[src/rtl/vga_stream_timing.sv]
// VGA timing generator and show-ahead-off FIFO pixel reader (8-bit grey or RGB565).
// Define VGA_TPG_EN to add the tpg_sel input and an 8-bar colour test pattern.
module vga_stream_timing #(
    parameter int H_SYNC   = 128,
    parameter int H_BP     = 192,
    parameter int H_ACTIVE = 1280,
    parameter int H_FP     = 64,
    parameter int V_SYNC   = 7,
    parameter int V_BP     = 20,
    parameter int V_ACTIVE = 768,
    parameter int V_FP     = 3,
    parameter int SYNC_POL = 0,
    parameter int DATA_W   = 8
) (
    input  logic              vga_clk,
    input  logic              rstn,
`ifdef VGA_TPG_EN
    input  logic              tpg_sel,
`endif
    input  logic [DATA_W-1:0] rfifo_data,
    input  logic              rfifo_empty,
    output logic              rfifo_req,
    output logic              rfifo_clr,
    output logic              vga_hs,
    output logic              vga_vs,
    output logic              vga_de,
    output logic [4:0]        vga_r,
    output logic [5:0]        vga_g,
    output logic [4:0]        vga_b,
    output logic              frame_start,
    output logic              underflow,
    output logic [15:0]       uf_count
);
    localparam int H_TOT = H_SYNC + H_BP + H_ACTIVE + H_FP;
    localparam int V_TOT = V_SYNC + V_BP + V_ACTIVE + V_FP;
    localparam int HW    = $clog2(H_TOT);
    localparam int VW    = $clog2(V_TOT);
    localparam int H_DE0 = H_SYNC + H_BP;
    localparam int H_DE1 = H_DE0 + H_ACTIVE;
    localparam int V_DE0 = V_SYNC + V_BP;
    localparam int V_DE1 = V_DE0 + V_ACTIVE;
    localparam int BAR_W = (H_ACTIVE / 8 > 0) ? H_ACTIVE / 8 : 1;
    localparam logic SYNC_ON = (SYNC_POL != 0);

    generate
        if (DATA_W != 8 && DATA_W != 16) begin : g_bad_width
            $error("vga_stream_timing: DATA_W must be 8 or 16, got %0d", DATA_W);
        end
    endgenerate

    typedef enum logic [1:0] {S_WAIT, S_RUN, S_ERR} state_t;

    state_t        state;
    logic [HW-1:0] h_cnt;
    logic [VW-1:0] v_cnt;
    logic          h_wrap, v_wrap, de_raw, hs_raw, vs_raw, fs_raw, arm_pt;
    logic          tpg_on, vld_p1;
    logic [4:0]    tpg_r_p1, tpg_b_p1, pix_r, pix_b;
    logic [5:0]    tpg_g_p1, pix_g;

    always_comb begin
        h_wrap = (int'(h_cnt) == H_TOT - 1);
        v_wrap = (int'(v_cnt) == V_TOT - 1);
        de_raw = (int'(h_cnt) >= H_DE0) && (int'(h_cnt) < H_DE1) &&
                 (int'(v_cnt) >= V_DE0) && (int'(v_cnt) < V_DE1);
        hs_raw = (int'(h_cnt) < H_SYNC);
        vs_raw = (int'(v_cnt) < V_SYNC);
        fs_raw = (h_cnt == '0) && (v_cnt == '0);
        arm_pt = (h_cnt == '0) && (int'(v_cnt) == V_DE0);
    end

    always_ff @(posedge vga_clk or negedge rstn) begin
        if (!rstn) begin
            h_cnt <= '0;
            v_cnt <= '0;
        end else if (h_wrap) begin
            h_cnt <= '0;
            v_cnt <= v_wrap ? '0 : v_cnt + 1'b1;
        end else begin
            h_cnt <= h_cnt + 1'b1;
        end
    end

    assign rfifo_req = de_raw && (state == S_RUN) && !rfifo_empty;

    // Frame-level FSM; frame_start takes priority over a same-cycle underflow.
    always_ff @(posedge vga_clk or negedge rstn) begin
        if (!rstn) begin
            state     <= S_WAIT;
            rfifo_clr <= 1'b0;
            underflow <= 1'b0;
            uf_count  <= '0;
        end else begin
            rfifo_clr <= 1'b0;
            underflow <= 1'b0;
            if (fs_raw) begin
                rfifo_clr <= (state == S_ERR);
                state     <= (arm_pt && !rfifo_empty && !tpg_on) ? S_RUN : S_WAIT;
            end else begin
                case (state)
                    S_WAIT: if (arm_pt && !rfifo_empty && !tpg_on) state <= S_RUN;
                    S_RUN: if (de_raw && rfifo_empty) begin
                        state     <= S_ERR;
                        underflow <= 1'b1;
                        if (uf_count != 16'hFFFF) uf_count <= uf_count + 16'd1;
                    end
                    default: ;
                endcase
            end
        end
    end

    // Stage p1: syncs and DE delayed one cycle to line up with FIFO read data.
    always_ff @(posedge vga_clk or negedge rstn) begin
        if (!rstn) begin
            vga_hs      <= ~SYNC_ON;
            vga_vs      <= ~SYNC_ON;
            vga_de      <= 1'b0;
            frame_start <= 1'b0;
            vld_p1      <= 1'b0;
        end else begin
            vga_hs      <= hs_raw ? SYNC_ON : ~SYNC_ON;
            vga_vs      <= vs_raw ? SYNC_ON : ~SYNC_ON;
            vga_de      <= de_raw;
            frame_start <= fs_raw;
            vld_p1      <= rfifo_req;
        end
    end

`ifdef VGA_TPG_EN
    logic [2:0] bar;
    assign bar = 3'((int'(h_cnt) - H_DE0) / BAR_W);

    // Bar order white..black maps to r=~bar[1], g=~bar[2], b=~bar[0].
    always_ff @(posedge vga_clk or negedge rstn) begin
        if (!rstn) begin
            tpg_on   <= 1'b0;
            tpg_r_p1 <= '0;
            tpg_g_p1 <= '0;
            tpg_b_p1 <= '0;
        end else begin
            if (fs_raw) tpg_on <= tpg_sel;
            if (tpg_on && de_raw) begin
                tpg_r_p1 <= {5{~bar[1]}};
                tpg_g_p1 <= {6{~bar[2]}};
                tpg_b_p1 <= {5{~bar[0]}};
            end else begin
                tpg_r_p1 <= '0;
                tpg_g_p1 <= '0;
                tpg_b_p1 <= '0;
            end
        end
    end
`else
    assign tpg_on   = 1'b0;
    assign tpg_r_p1 = '0;
    assign tpg_g_p1 = '0;
    assign tpg_b_p1 = '0;
`endif

    generate
        if (DATA_W == 16) begin : g_rgb565
            assign pix_r = rfifo_data[15:11];
            assign pix_g = rfifo_data[10:5];
            assign pix_b = rfifo_data[4:0];
        end else begin : g_grey
            assign pix_r = rfifo_data[7:3];
            assign pix_g = rfifo_data[7:2];
            assign pix_b = rfifo_data[7:3];
        end
    endgenerate

    always_comb begin
        vga_r = tpg_r_p1;
        vga_g = tpg_g_p1;
        vga_b = tpg_b_p1;
        if (vld_p1 && vga_de) begin
            vga_r = pix_r;
            vga_g = pix_g;
            vga_b = pix_b;
        end
    end

endmodule
[config.mk]
export PLATFORM = sky130hd
export DESIGN_NAME = vga_stream_timing
export DESIGN_NICKNAME = d
export VERILOG_FILES = /design/src/rtl/vga_stream_timing.sv
export SDC_FILE = /design/constraint.sdc
export NUM_CORES = 1
export LEC_CHECK = 0
export ABC_AREA = 1
export CAP_MARGIN = 20
export CORE_AREA = 2 2 76 78
export CTS_CLUSTER_SIZE = 30
export DETAILED_ROUTE_END_ITERATION = 10
export DIE_AREA = 0 0 78 80
export GPL_TIMING_DRIVEN = 0
export PLACE_DENSITY = 0.86
export SYNTH_ARGS = -nofsm -noshare
export SYNTH_HDL_FRONTEND = slang
export SYNTH_SLANG_ARGS = --single-unit
[constraint.sdc]
create_clock -name vga_clk -period 1.9 [get_ports vga_clk]
set_input_delay 0.38 -clock vga_clk [delete_from_list [all_inputs] [get_ports vga_clk]]
set_output_delay 0.38 -clock vga_clk [all_outputs]
set_load 0.005 [all_outputs]
# --- Word-level counts from Yosys, hierarchy flattened ---
# Index checks and enable logic that the tools add are counted.
word_totals:
  reg_bits: 46
  output_inout_bits: 39
  input_bits: 11
  elab_cells: 61
classes:
  n_addsub: 3
  n_lt_le_gt_ge: 6
  bitwise: 1
  n_mux: 15
  n_eq_ne: 8
  n_reduce_logical: 17
ops:
  columns: ["op", "count"]
  rows:
  - ["16-bit by 1-bit adder with 16-bit output (second input constant)", 1]
  - ["16-bit != test (second input constant)", 1]
  - ["11-bit by 1-bit adder with 11-bit output (second input constant)", 1]
  - ["11-bit by 10-bit equality test with 1-bit output (second input constant)", 1]
  - ["11-bit by 9-bit >= comparator with 1-bit output (second input constant)", 1]
  - ["11-bit logical NOT", 1]
  - ["11-bit < comparator (second input constant)", 1]
  - ["11-bit by 8-bit < comparator with 1-bit output (second input constant)", 1]
  - ["11-bit 2-to-1 mux", 1]
  - ["10-bit by 1-bit adder with 10-bit output (second input constant)", 1]
  - ["10-bit by 6-bit equality test with 1-bit output (second input constant)", 1]
  - ["10-bit by 9-bit equality test with 1-bit output (second input constant)", 1]
  - ["10-bit by 5-bit >= comparator with 1-bit output (second input constant)", 1]
  - ["1-bit logical AND", 10]
  - ["10-bit logical NOT", 1]
  - ["10-bit < comparator (second input constant)", 1]
  - ["10-bit by 3-bit < comparator with 1-bit output (second input constant)", 1]
  - ["10-bit 2-to-1 mux", 1]
  - ["1-bit 2-to-1 mux", 7]
  - ["2-bit 2-to-1 mux", 3]
  - ["6-bit 2-to-1 mux", 1]
  - ["5-bit 2-to-1 mux", 1]
  - ["2-bit case mux with 2 select lines", 1]
  - ["4-bit AND reduction", 1]
  - ["other kinds (9)", 9]

# --- Depth between registers and ports, before layout ---
# Gate-level depths: netlist of run 1.
logic_depth:
  word_depth: 8
  mapped_depth: 12
  mapped_depth_nobuf: 11

# --- Least setup slack after synthesis of run 1 ---
# No wires, ideal clock.
synth_path:
  kind: "reg-to-output"
  startpoint: "register v_cnt[0]"
  endpoint: "output port rfifo_req"
  arrival_time_ns: 1.365
  setup_slack_ns: 0.155
  path_stages_with_launch: 8
  n_path_buf: 0
  t_required_ns: 1.520
  cell_sequence: "dfrtp_1 ha_1 nand2_1 inv_1 nand3_1 nand3_2 nand2_2 nor4_1"
synth_between:
  elab_chain_len: 5
  word_cells_on_any_way: 6
  cone_classes: "2 x order compare; 4 x reduce/logical"
synth_lines:
  columns: ["item", "line_no", "source"]
  rows:
  - ["start: declaration", "55", "logic [VW-1:0] v_cnt;"]
  - ["start signal: assignment", "78", "v_cnt <= v_wrap ? '0 : v_cnt + 1'b1;"]
  - ["10-bit by 5-bit >= comparator with 1-bit output", "65", "(int'(v_cnt) >= V_DE0) && (int'(v_cnt) < V_DE1);"]
  - ["1-bit logical AND", "64", "de_raw = (int'(h_cnt) >= H_DE0) && (int'(h_cnt) < H_DE1) &&"]
  - ["1-bit logical AND *", "65", null]
  - ["1-bit logical AND * (2 in series)", "84", "assign rfifo_req = de_raw && (state == S_RUN) && !rfifo_empty;"]
  - ["end: declaration", "22", "output logic rfifo_req,"]
# Mark *: on every way between the ends. The rest lies on a longest branch, timed or not.

# --- Final worst setup path of run 1 ---
layout_path:
  startpoint: "register v_cnt[1]"
  endpoint: "output port rfifo_req"
# The elaborated chain is that of the path after synthesis.

==> out/summary.txt, run 1 <==
RUN STATUS
--------------------------------------------------------------------------------------------------------
Result of the run                                                                           complete, but fails checks
Violations in the final reports                                                             negative setup slack

LOGIC SYNTHESIS
--------------------------------------------------------------------------------------------------------
Total standard cell area after synthesis                                                      2770 sq um
Gate Count Post-Synth                                                                                357
Number of flops mapped to enable cells by yosys                                                        0
Top FF cell, synth                                                                          sky130_fd_sc_hd__dfrtp_1
#FFs+latches synth                                                                                    46
Sequential cell area fraction in the yosys report                                                  0.416
Synthesized area per cell                                                                     7.76 sq um
Fraction of synthesis flops using an asynchronous set or reset pin                                  1.00
Synth unique cells                                                                                    30
Syn_nets                                                                                             374
Number of warnings printed during yosys synthesis                                                      0

GLOBAL ROUTE
--------------------------------------------------------------------------------------------------------
Leftover overflow at the end of global routing                                                         0
Via count of the first global-routing pass                                                          2487
Antenna violations before repair                                                                       0
Pin count of the biggest net entering global routing                                                  38
Overall global routing resource usage                                                              0.216
Wire length of the first global-routing pass                                                10800 microns

LAYOUT
--------------------------------------------------------------------------------------------------------
Number of fill cells in the layout                                                                   418
Share of the core filled with cells                                                                0.673
Final design instance area without fill                                                       3640 sq um
Number of nets at the end of the flow                                                                442
Antenna cells                                                                                          0
Synth-to-Final Area Change                                                                         31.3%
Fraction of final layout cells with drive strength greater than 1                                  0.183

SETUP PATH
--------------------------------------------------------------------------------------------------------
Arrival time at the worst endpoint                                                               1.63 ns
CP Launch Type                                                                                 flip-flop
R2R cell count                                                                                         9
Crit end category                                                                            output port
Worst Path Class, Setup                                                                       reg -> out
Source of the worst register-to-register timing path                                            h_cnt[0]
Worst reg2reg path endpoint                                                                     v_cnt[6]
Register-to-register path setup slack                                                            0.15 ns
Worst endpoint required time                                                                     1.52 ns
Crit path max fanout                                                                                   3

FLOORPLANNING
--------------------------------------------------------------------------------------------------------
Initial standard-cell utilization of the core                                                      0.513
Core Region                                                                                   5410 sq um
Full die area                                                                                 6240 sq um
I/O pin count                                                                                         50
Standard-cell rows                                                                                    27
Die boundary width                                                                            78 microns
Die Height                                                                                    80 microns

PWR
--------------------------------------------------------------------------------------------------------
Fraction of power spent switching nets                                                             0.200
Cell Int Power                                                                                   1.43 mW
Proportion of power drawn by the clock network                                                     0.425
Total power divided by cell area                                                             490 nW/um^2
Maximum vdd ir drop                                                                               723 uV
NetSw                                                                                             357 uW
Combinational group share of total power                                                           0.027
Leakage power                                                                                    1.87 nW
Flop pwr share                                                                                     0.548

STA
--------------------------------------------------------------------------------------------------------
Final WS setup                                                                                 -0.108 ns
Setup-failing EPs final                                                                                1
Setup Total Neg Slack                                                                          -0.108 ns
Fmax                                                                                           0.498 GHz
Max-slew violation count                                                                               0
Final Hold Vio Count                                                                                   0
Slew HR                                                                                            0.682
Final critical path time including I/O delays and setup                                          2.01 ns
Unrepaired setup endpoints after global routing                                                     true
Slew of the pin with the lowest slew margin                                                     0.474 ns
Final clock period utilization by the worst path                                                    1.06
Clk_skew                                                                                      0.00967 ns

PLACE
--------------------------------------------------------------------------------------------------------
Final weighted congestion in routability-driven placement                                          0.948
I/O Buffers                                                                                           47
Post-DP HPWL                                                                                4510 microns
Place WS                                                                                       -0.618 ns
Placed cell area                                                                              3350 sq um

ROUTING
--------------------------------------------------------------------------------------------------------
Routed Antenna Nets                                                                                    0
Via-per-instance ratio                                                                              5.14
Number of optimization iterations in the first detailed-route pass                                     5
Starting DRC count in detailed routing                                                               153
Via Count                                                                                           2558
Wirelength, routed                                                                          6530 microns
Wire length per cell                                                                        13.1 microns
# DRC                                                                                                  0

CLOCK TREE
--------------------------------------------------------------------------------------------------------
CTS buffer count                                                                                       5
Clock latency at the later pin of the worst-skew pair                                            0.30 ns
Number of clock sinks                                                                                 46
CTS root buffer                                                                             sky130_fd_sc_hd__clkbuf_8
CTS tree                                                                                             yes
Post-CTS clock slew at the launch and capture registers of the worst setup and hold paths        0.09 ns
# H-tree levels                                                                                        2
Clock Path Buffers                                                                                     2

JOB
--------------------------------------------------------------------------------------------------------
Number of max-capacitance violations reported                                                          0

HOLD PATH
--------------------------------------------------------------------------------------------------------
Hold WC Path Type                                                                            in -> async

kinds of logic (layout without fill, tap and decap cells):
kind of cell	Yosys count	after routing	share of synthesized area
AO/OA/AOI/OAI	18	18	0.0339
adder cells (fa/ha/maj)	6	6	0.0271
buffers and inverters	64	132	0.111
XOR/XNOR	19	19	0.0600
AND/OR/NAND/NOR	204	205	0.352
flip-flops	46	46	0.416
how the worst max path moves through the flow:
stage	end	slack [ns]	depth (start not counted)	startpoint
6_report	rfifo_req	-0.11	6	v_cnt[1]
5_1_grt	rfifo_req	-0.18	6	v_cnt[3]
4_1_cts	rfifo_req	-0.1	6	v_cnt[0]
3_5_place_dp	rfifo_req	-0.62	8	v_cnt[0]
3_3_place_gp	h_cnt[8]	-0.77	1	rstn
2_1_floorplan	rfifo_req	0.16	7	v_cnt[0]
placed cells by master (no fill, tap or decap), types with 6 or more instances in the layout:
cell	instances
sky130_fd_sc_hd__a21oi_1	9
sky130_fd_sc_hd__buf_4	23
sky130_fd_sc_hd__clkbuf_8	6
sky130_fd_sc_hd__clkdlybuf4s50_1	30
sky130_fd_sc_hd__dfrtp_1	41
sky130_fd_sc_hd__dlygate4sd2_1	12
sky130_fd_sc_hd__inv_1	40
sky130_fd_sc_hd__inv_2	9
sky130_fd_sc_hd__nand2_1	77
sky130_fd_sc_hd__nand3_1	39
sky130_fd_sc_hd__nand4_1	8
sky130_fd_sc_hd__nor2_1	41
sky130_fd_sc_hd__nor2_4	6
sky130_fd_sc_hd__nor3_1	11
sky130_fd_sc_hd__o21ai_0	7
sky130_fd_sc_hd__xor2_1	14
power groups by stage:
stage	Sequential (mW)	Clock, mW	Combinational, mW
after floorplan	0.998	0	0.00239
after global placement	0.998	0	0.0397
after detailed placement	0.998	0	0.0447
after CTS	0.978	0.768	0.0480
after global routing	0.978	0.810	0.0548
final	0.978	0.758	0.0475
final cells by class:
cell class | instances | area (sq um) | area share
plain buffers | 14 | 119 | 0.0327
clock buffers | 7 | 86.3 | 0.0237
clock inverters | 1 | 30.0 | 0.00825
inverters | 50 | 188 | 0.0516
multi-input cells | 248 | 1410 | 0.387
flip-flops and latches | 46 | 1160 | 0.318
well taps | 72 | 90.1 | 0.0248
repair buffers | 60 | 561 | 0.154
layer usage:
layer / up-vias / wire (microns) / share of wire / global-route usage
met4: 0 / 88 / 0.013 / 0.0614
met5: - / 0 / 0 / 0
li1: 1266 / - / - / -
met1: 1208 / 2570 / 0.39 / 0.241
met3: 10 / 278 / 0.043 / 0.0317
met2: 74 / 3600 / 0.55 / 0.424
registers in the layout, indices dropped and copies added, names as in the netlist:
name / flops
uf_count: 16
h_cnt: 11
v_cnt: 10
state: 2
frame_start: 1
rfifo_clr: 1
underflow: 1
vga_de: 1
vga_hs: 1
vga_vs: 1
vld_p1: 1
critical path: stages (launching register included):
cell	delay, ns
sky130_fd_sc_hd__dfrtp_1	0.42
sky130_fd_sc_hd__ha_4	0.19
sky130_fd_sc_hd__buf_4	0.15
sky130_fd_sc_hd__nand3_2	0.09
sky130_fd_sc_hd__nand3_4	0.10
sky130_fd_sc_hd__nor4_4	0.23
sky130_fd_sc_hd__buf_2	0.16
synthesized netlist by cell type, drive strengths merged (2+ instances only):
cell type  count  area share
nand4         10       0.033
a21oi          9       0.016
nand3         45       0.089
inv           49       0.066
nor2          52       0.088
xnor2          5       0.016
nand2         82        0.11
nor4           2      0.0045
buf           14       0.043
dfstp          2       0.019
xor2          14       0.044
o21ai          7       0.013
ha             6       0.027
dfrtp         44        0.40
nor3          12       0.022
through the flow:
| step | cells | power (mW) | hold WS (ns) |
|---|---|---|---|
| 2_1_floorplan | 357 | 1.00 | 0.0844 |
| 3_3_place_gp | 476 | 1.04 | 0.447 |
| 3_5_place_dp | 477 | 1.04 | 0.262 |
| 4_1_cts | 494 | 1.79 | 0.462 |
| 5_1_grt | 498 | 1.84 | 0.480 |
| 6_report | 498 | 1.78 | 0.466 |
repair_timing:
action                                 4_1_cts  5_1_grt
hold buffers                                 1        0
gates resized for setup                     34        9
setup endpoints to repair                   26       12
pin swaps                                    7        2
endpoints found under the hold margin        9        0
buffers inserted                             8        3
gates cloned                                 0        1
Note: power is estimated with default switching activity, not from simulation.
==> run 2, diff against run 1 <==
Settings changed: GPL_ROUTABILITY_DRIVEN set to 1.
==> results of run 2 <==
No change in the layout: final DEF, timing and power equal those of run 1.
